[src/rtl/iagc_controller_if.sv]
// iagc_controller_if: host, IAGC and watchdog signals seen by the IAGC sequencing controller
interface iagc_controller_if #(
   parameter int IAGC_STATUS_SIZE = 4
);
   logic [IAGC_STATUS_SIZE-1:0] i_iagcStatus;
   logic                        i_watchdogValid;
   logic                        i_startRequest;
   logic                        i_clearFault;
   logic                        o_iagcStart;
   logic                        o_iagcReset;
   logic                        o_busy;
   logic                        o_done;
   logic                        o_fault;
   logic [7:0]                  o_retryCount;
   modport master (
      output i_iagcStatus, i_watchdogValid, i_startRequest, i_clearFault,
      input  o_iagcStart, o_iagcReset, o_busy, o_done, o_fault, o_retryCount
   );
   modport slave (
      input  i_iagcStatus, i_watchdogValid, i_startRequest, i_clearFault,
      output o_iagcStart, o_iagcReset, o_busy, o_done, o_fault, o_retryCount
   );
endinterface

[src/rtl/iagc_controller.sv]
// iagc_controller: launches IAGC runs, supervises them with timeouts and recovers with bounded retries
module iagc_controller #(
   parameter int                          IAGC_STATUS_SIZE  = 4,
   parameter logic [IAGC_STATUS_SIZE-1:0] IAGC_STATUS_ERROR = 4'b1000,
   parameter int                          ACK_TIMEOUT       = 1000,
   parameter int                          RUN_TIMEOUT       = 120000000,
   parameter int                          RESET_CYCLES      = 16,
   parameter int                          MAX_RETRIES       = 3
) (
   input logic i_clock,
   input logic i_reset,
   iagc_controller_if.slave bus
);
   typedef enum logic [2:0] {IDLE, START, RUN, RECOVER, FAULT} state_t;
   localparam logic [IAGC_STATUS_SIZE-1:0] STATUS_IDLE = IAGC_STATUS_SIZE'(4'b0010);
   localparam logic [31:0] ACK_LAST = 32'(ACK_TIMEOUT - 1);
   localparam logic [31:0] RUN_LAST = 32'(RUN_TIMEOUT - 1);
   localparam logic [31:0] RST_LAST = 32'(RESET_CYCLES - 1);
   localparam logic [7:0]  RETRY_MAX = 8'(MAX_RETRIES);
   state_t      state, state_nx;
   logic [31:0] timer;
   logic [7:0]  retry, retry_nx;
   logic        done_nx, fail, st_idle;
   assign st_idle = bus.i_iagcStatus == STATUS_IDLE;
   assign bus.o_retryCount = retry;
   always_comb begin
      state_nx = state;
      retry_nx = retry;
      done_nx = 1'b0;
      fail = 1'b0;
      case (state)
         IDLE:    state_nx = !bus.i_watchdogValid ? RECOVER : (bus.i_startRequest && st_idle) ? START : IDLE;
         START:   if (!st_idle) state_nx = RUN;
                  else fail = timer == ACK_LAST;
         RUN:     if (st_idle) begin
                     done_nx = 1'b1;
                     retry_nx = '0;
                     state_nx = IDLE;
                  end else fail = bus.i_iagcStatus == IAGC_STATUS_ERROR || timer == RUN_LAST;
         RECOVER: state_nx = timer == RST_LAST ? START : RECOVER;
         FAULT:   if (bus.i_clearFault) begin
                     state_nx = IDLE;
                     retry_nx = '0;
                  end
         default: state_nx = IDLE;
      endcase
      // exhausted retries latch FAULT with the count left at its maximum
      if (fail) begin
         state_nx = retry == RETRY_MAX ? FAULT : RECOVER;
         retry_nx = retry == RETRY_MAX ? retry : retry + 8'd1;
      end
   end
   always_ff @(posedge i_clock) begin
      if (i_reset) begin
         state <= IDLE;
         timer <= '0;
         retry <= '0;
         bus.o_iagcStart <= 1'b0;
         bus.o_iagcReset <= 1'b0;
         bus.o_busy <= 1'b0;
         bus.o_done <= 1'b0;
         bus.o_fault <= 1'b0;
      end else begin
         state <= state_nx;
         timer <= state_nx != state ? '0 : timer + 32'd1;
         retry <= retry_nx;
         bus.o_iagcStart <= state_nx == START && state != START;
         bus.o_iagcReset <= state_nx == RECOVER;
         bus.o_busy <= state_nx inside {START, RUN, RECOVER};
         bus.o_done <= done_nx;
         bus.o_fault <= state_nx == FAULT;
      end
   end
endmodule

[src/flat_wrapper.sv]
// flat-port wrapper written by rule: the top's interface ports become plain ports
module iagc_controller_flat 
#(
   parameter int                          IAGC_STATUS_SIZE  = 4,
   parameter logic [IAGC_STATUS_SIZE-1:0] IAGC_STATUS_ERROR = 4'b1000,
   parameter int                          ACK_TIMEOUT       = 1000,
   parameter int                          RUN_TIMEOUT       = 120000000,
   parameter int                          RESET_CYCLES      = 16,
   parameter int                          MAX_RETRIES       = 3
)
  (i_clock, i_reset, bus_i_iagcStatus, bus_i_watchdogValid, bus_i_startRequest, bus_i_clearFault, bus_o_iagcStart, bus_o_iagcReset, bus_o_busy, bus_o_done, bus_o_fault, bus_o_retryCount);
  iagc_controller_if #(.IAGC_STATUS_SIZE(IAGC_STATUS_SIZE)) bus_i ();
  input logic i_clock;
  input logic i_reset;
  input wire logic [$bits(bus_i.i_iagcStatus)-1:0] bus_i_iagcStatus;
  input wire logic [$bits(bus_i.i_watchdogValid)-1:0] bus_i_watchdogValid;
  input wire logic [$bits(bus_i.i_startRequest)-1:0] bus_i_startRequest;
  input wire logic [$bits(bus_i.i_clearFault)-1:0] bus_i_clearFault;
  output wire logic [$bits(bus_i.o_iagcStart)-1:0] bus_o_iagcStart;
  output wire logic [$bits(bus_i.o_iagcReset)-1:0] bus_o_iagcReset;
  output wire logic [$bits(bus_i.o_busy)-1:0] bus_o_busy;
  output wire logic [$bits(bus_i.o_done)-1:0] bus_o_done;
  output wire logic [$bits(bus_i.o_fault)-1:0] bus_o_fault;
  output wire logic [$bits(bus_i.o_retryCount)-1:0] bus_o_retryCount;
  assign bus_i.i_iagcStatus = bus_i_iagcStatus;
  assign bus_i.i_watchdogValid = bus_i_watchdogValid;
  assign bus_i.i_startRequest = bus_i_startRequest;
  assign bus_i.i_clearFault = bus_i_clearFault;
  assign bus_o_iagcStart = bus_i.o_iagcStart;
  assign bus_o_iagcReset = bus_i.o_iagcReset;
  assign bus_o_busy = bus_i.o_busy;
  assign bus_o_done = bus_i.o_done;
  assign bus_o_fault = bus_i.o_fault;
  assign bus_o_retryCount = bus_i.o_retryCount;
  iagc_controller #(.IAGC_STATUS_SIZE(IAGC_STATUS_SIZE), .IAGC_STATUS_ERROR(IAGC_STATUS_ERROR), .ACK_TIMEOUT(ACK_TIMEOUT), .RUN_TIMEOUT(RUN_TIMEOUT), .RESET_CYCLES(RESET_CYCLES), .MAX_RETRIES(MAX_RETRIES)) u_core (.i_clock(i_clock), .i_reset(i_reset), .bus(bus_i));
endmodule
[config.mk]
export PLATFORM = sky130hd
export DESIGN_NAME = iagc_controller_flat
export DESIGN_NICKNAME = d
export VERILOG_FILES = /design/src/rtl/iagc_controller_if.sv /design/src/rtl/iagc_controller.sv /design/src/flat_wrapper.sv
export SDC_FILE = /design/constraint.sdc
export NUM_CORES = 1
export LEC_CHECK = 0
export CORE_MARGIN = 1.5
export CORE_UTILIZATION = 50
export DETAILED_ROUTE_END_ITERATION = 10
export PLACE_DENSITY = 0.82
export SLEW_MARGIN = 5
export SYNTH_ARGS = -nofsm -noshare
export SYNTH_HDL_FRONTEND = slang
export SYNTH_SLANG_ARGS = --single-unit
[constraint.sdc]
create_clock -name i_clock -period 2.4 [get_ports i_clock]
set_input_delay 0.36 -clock i_clock [delete_from_list [all_inputs] [get_ports i_clock]]
set_output_delay 0.36 -clock i_clock [all_outputs]
set_load 0.02 [all_outputs]
==> impl_metrics.json <==
{
  "rsz0062_at_grt": "true",
  "place_ws_ns": -0.669,
  "syn_area_per_cell_um2": 9.62,
  "hold_violations": 0,
  "vias": 2719,
  "synth_top_area_cell": "dfxtp_1",
  "synth_mux_area_frac": 0.00356,
  "critPathKind": "flip-flop to flip-flop",
  "power.leakage_nw": 1.46,
  "violations": "setup timing",
  "yosys.area_share.simple": 0.368,
  "synth_top_family_by_area": "simple AND/OR/NAND/NOR gates",
  "required_ns": 2.60,
  "final_antenna_net_count": 0,
  "status": "finished, violations left",
  "ys.flop_type": "dfxtp_1",
  "seqCellArea_um2": 968,
  "rows": 27,
  "clk_latency_ns": 0.31,
  "gp_congestion": 0.836,
  "p_seq_frac": 0.385,
  "initial_core_util": 0.513,
  "overflow": 0,
  "clock.fmax_ghz": 0.391,
  "synth_cells": 292,
  "htreeDepth": 2,
  "place_area_um2": 3410,
  "wl_mm": 7.84,
  "post-route-period-util": 1.06,
  "drtIter0Drc": 180,
  "final.fill_count": 368,
  "cts_buffer_depth": 2,
  "io_buffers": 21,
  "p_clk_frac": 0.301,
  "synth-seq-cells": 48,
  "core_area_um2": 5470,
  "synthAdderAreaFrac": 0.00890,
  "syn-cell-area_um2": 2810,
  "crit_fanout": 5,
  "dieArea_um2": 6080,
  "holdPathStages": 4,
  "slew_headroom": 0.700,
  "clk_pin_slew_ns": 0.09,
  "worst_slew_pin_slew_ns": 0.444,
  "power.total_mw": 2.13,
  "mostFrequentLayoutCell": "buf_4",
  "finClkSkew_ns": 0.0124,
  "route.detailed.drc": 0,
  "fin_setup_tns_ns": -4.14,
  "crit_arrival_ns": 2.75,
  "hold_class": "input port to flip-flop",
  "layout.nets": 391,
  "min_from": "bus_i_iagcStatus[0]",
  "worstHoldEndpoint": "u_core.bus.o_done",
  "synth-async-reset-ratio": 0,
  "synth_edf_count": 0,
  "cts_tree": "yes",
  "drive_gt1_frac": 0.396,
  "diodes": 0,
  "vdd_drop_max_v": 0.000328,
  "syn2layout_area_growth_pct": 42.4,
  "synth_top_area_frac": 0.342,
  "period_needed_ns": 2.56,
  "cts_sinks": 48,
  "cts_buffers": 5,
  "p_comb_frac": 0.313,
  "rr_startpoint": "u_core.timer[9]",
  "ys_types": 55,
  "reg2regPathDepth": 9,
  "die_w_um": 78.0,
  "synth_compound_area_frac": 0.137,
  "synth_top_cells_by_area": "dfxtp_1, nor3_2, xnor2_1",
  "firstDrtPassIters": 5,
  "maxCapViolCount": 0,
  "stdcell_area_um2": 4000,
  "sw_frac_of_total": 0.291,
  "setup_viol": 36,
  "layout_common_cells": "buf_4, dfxtp_1, nor3_2, nand2_1, nand3_1",
  "synthXorXnorAreaFrac": 0.0935,
  "grt_pass1_wl_mm": 12.8,
  "boundaryPins": 22,
  "postLayoutSetupSlackWorst_ns": -0.155,
  "rrSetupSlack_ns": -0.16,
  "wl_per_cell_um": 17.3,
  "antenna_found_initial": 0,
  "yosysWarningCount": 0,
  "end_kind": "flip-flop",
  "grt_util_all_layers": 0.266,
  "worstReg2RegEnd": "u_core.timer[1]",
  "grt_pass1_vias": 2713,
  "cts_root_buffer": "clkbuf_8",
  "hpwl_mm": 4.60,
  "switchingPower_mw": 0.620,
  "cp-start-kind": "flip-flop",
  "die_y_um": 78.0,
  "p_int_mw": 1.51,
  "powerDensity_nw_per_um2": 533,
  "grt_max_degree": 17,
  "via_per_inst": 6.00,
  "ys_seq_area_frac": 0.342,
  "final_max_slew_viol_count": 0,
  "synth_fp_nets": 303,
  "multi_input_area_um2": 1880
}
per-layer routing:
metal,share of wire,vias to the layer above,track usage
met5,0,-,0
met4,0.025,0,0.0857
met3,0.051,21,0.0600
met2,0.50,91,0.467
met1,0.43,1332,0.320
li1,-,1275,-
logic make-up after synthesis:
kind of cell | after synthesis
simple gates | 154
flops | 48
compound gates | 37
xor+xnor | 30
buf+inv | 20
fa+ha+maj | 2
mux | 1
stage by stage:
step                instances  utilization  hold WS (ns)
finish                    453        0.731         0.502
global route              453        0.731         0.504
CTS                       449        0.709         0.507
detailed placement        422        0.623         0.499
global placement          422        0.623         0.481
floorplan                 292            -         0.432
synth_stat cells, types with 2 or more instances:
| library cell | instances |
|---|---|
| and4_1 | 2 |
| o21a_1 | 2 |
| o31ai_4 | 2 |
| nor3b_1 | 2 |
| xor2_1 | 14 |
| and2_1 | 4 |
| xnor2_1 | 16 |
| a21o_1 | 2 |
| nor3_1 | 10 |
| a2111o_1 | 6 |
| inv_1 | 4 |
| a2111oi_4 | 2 |
| nor4b_1 | 3 |
| nand4_1 | 8 |
| nand2_1 | 21 |
| a211oi_1 | 2 |
| a21oi_1 | 6 |
| o2111ai_1 | 5 |
| clkbuf_1 | 6 |
| dfxtp_1 | 48 |
| nand4b_1 | 2 |
| ha_1 | 2 |
| nand3_1 | 19 |
| or4b_1 | 2 |
| nor4_1 | 6 |
| buf_6 | 7 |
| and3_1 | 12 |
| nor2_1 | 15 |
| and4b_1 | 3 |
| or4_1 | 5 |
| nor3_2 | 30 |
area by class of cell:
type	count	area share
Sequential cell	48	0.242
Clock buffer	7	0.0241
Clock inverter	1	0.00750
Tap cell	72	0.0225
Multi-Input combinational cell	225	0.470
Timing Repair Buffer	95	0.229
Inverter	5	0.00469
what timing repair did:
action / 4_1_cts / 5_1_grt
cloned: 5 / 1
pin swaps: 40 / 8
setup endpoints to repair: 47 / 42
gates resized for setup: 41 / 19
hold buffers: 0 / 0
setup buffers: 14 / 4
sequential cells by signal, summed over array words and instances (netlist names):
name	flops
u_core.bus.o_iagcStart	1
u_core.state	3
u_core.bus.o_busy	1
u_core.bus.o_fault	1
u_core.bus.o_done	1
u_core.timer	32
u_core.bus.o_iagcReset	1
u_core.bus.o_retryCount	8
how the worst max path moves through the flow:
stage | start | end | slack [ns] | depth (start not counted)
2_1_floorplan | bus_i_iagcStatus[0] | u_core.timer[1] | 0.01 | 9
3_3_place_gp | bus_i_iagcStatus[0] | u_core.timer[20] | -0.59 | 8
3_5_place_dp | bus_i_iagcStatus[0] | u_core.timer[26] | -0.67 | 8
4_1_cts | u_core.timer[26] | u_core.timer[1] | -0.08 | 9
5_1_grt | u_core.timer[9] | u_core.timer[1] | -0.22 | 9
6_report | u_core.timer[9] | u_core.timer[1] | -0.16 | 9
power by group through the flow:
stage / clock network, mW / registers (mW) / logic [mW]
6_report: 0.643 / 0.821 / 0.668
5_1_grt: 0.689 / 0.822 / 0.701
4_1_cts: 0.650 / 0.821 / 0.628
3_5_place_dp: 0 / 0.839 / 0.383
3_3_place_gp: 0 / 0.839 / 0.377
2_1_floorplan: 0 / 0.846 / 0.272
worst max-delay path, cell delays in order (launching register included):
cell       delay (ns)
dfxtp_4          0.35
or4b_4           0.54
a2111oi_4        0.41
buf_4            0.17
and4b_2          0.25
nor3_2           0.07
a211oi_4         0.26
buf_6            0.22
buf_12           0.15
nor3b_2          0.04
Note: power is estimated with default switching activity, not from simulation.
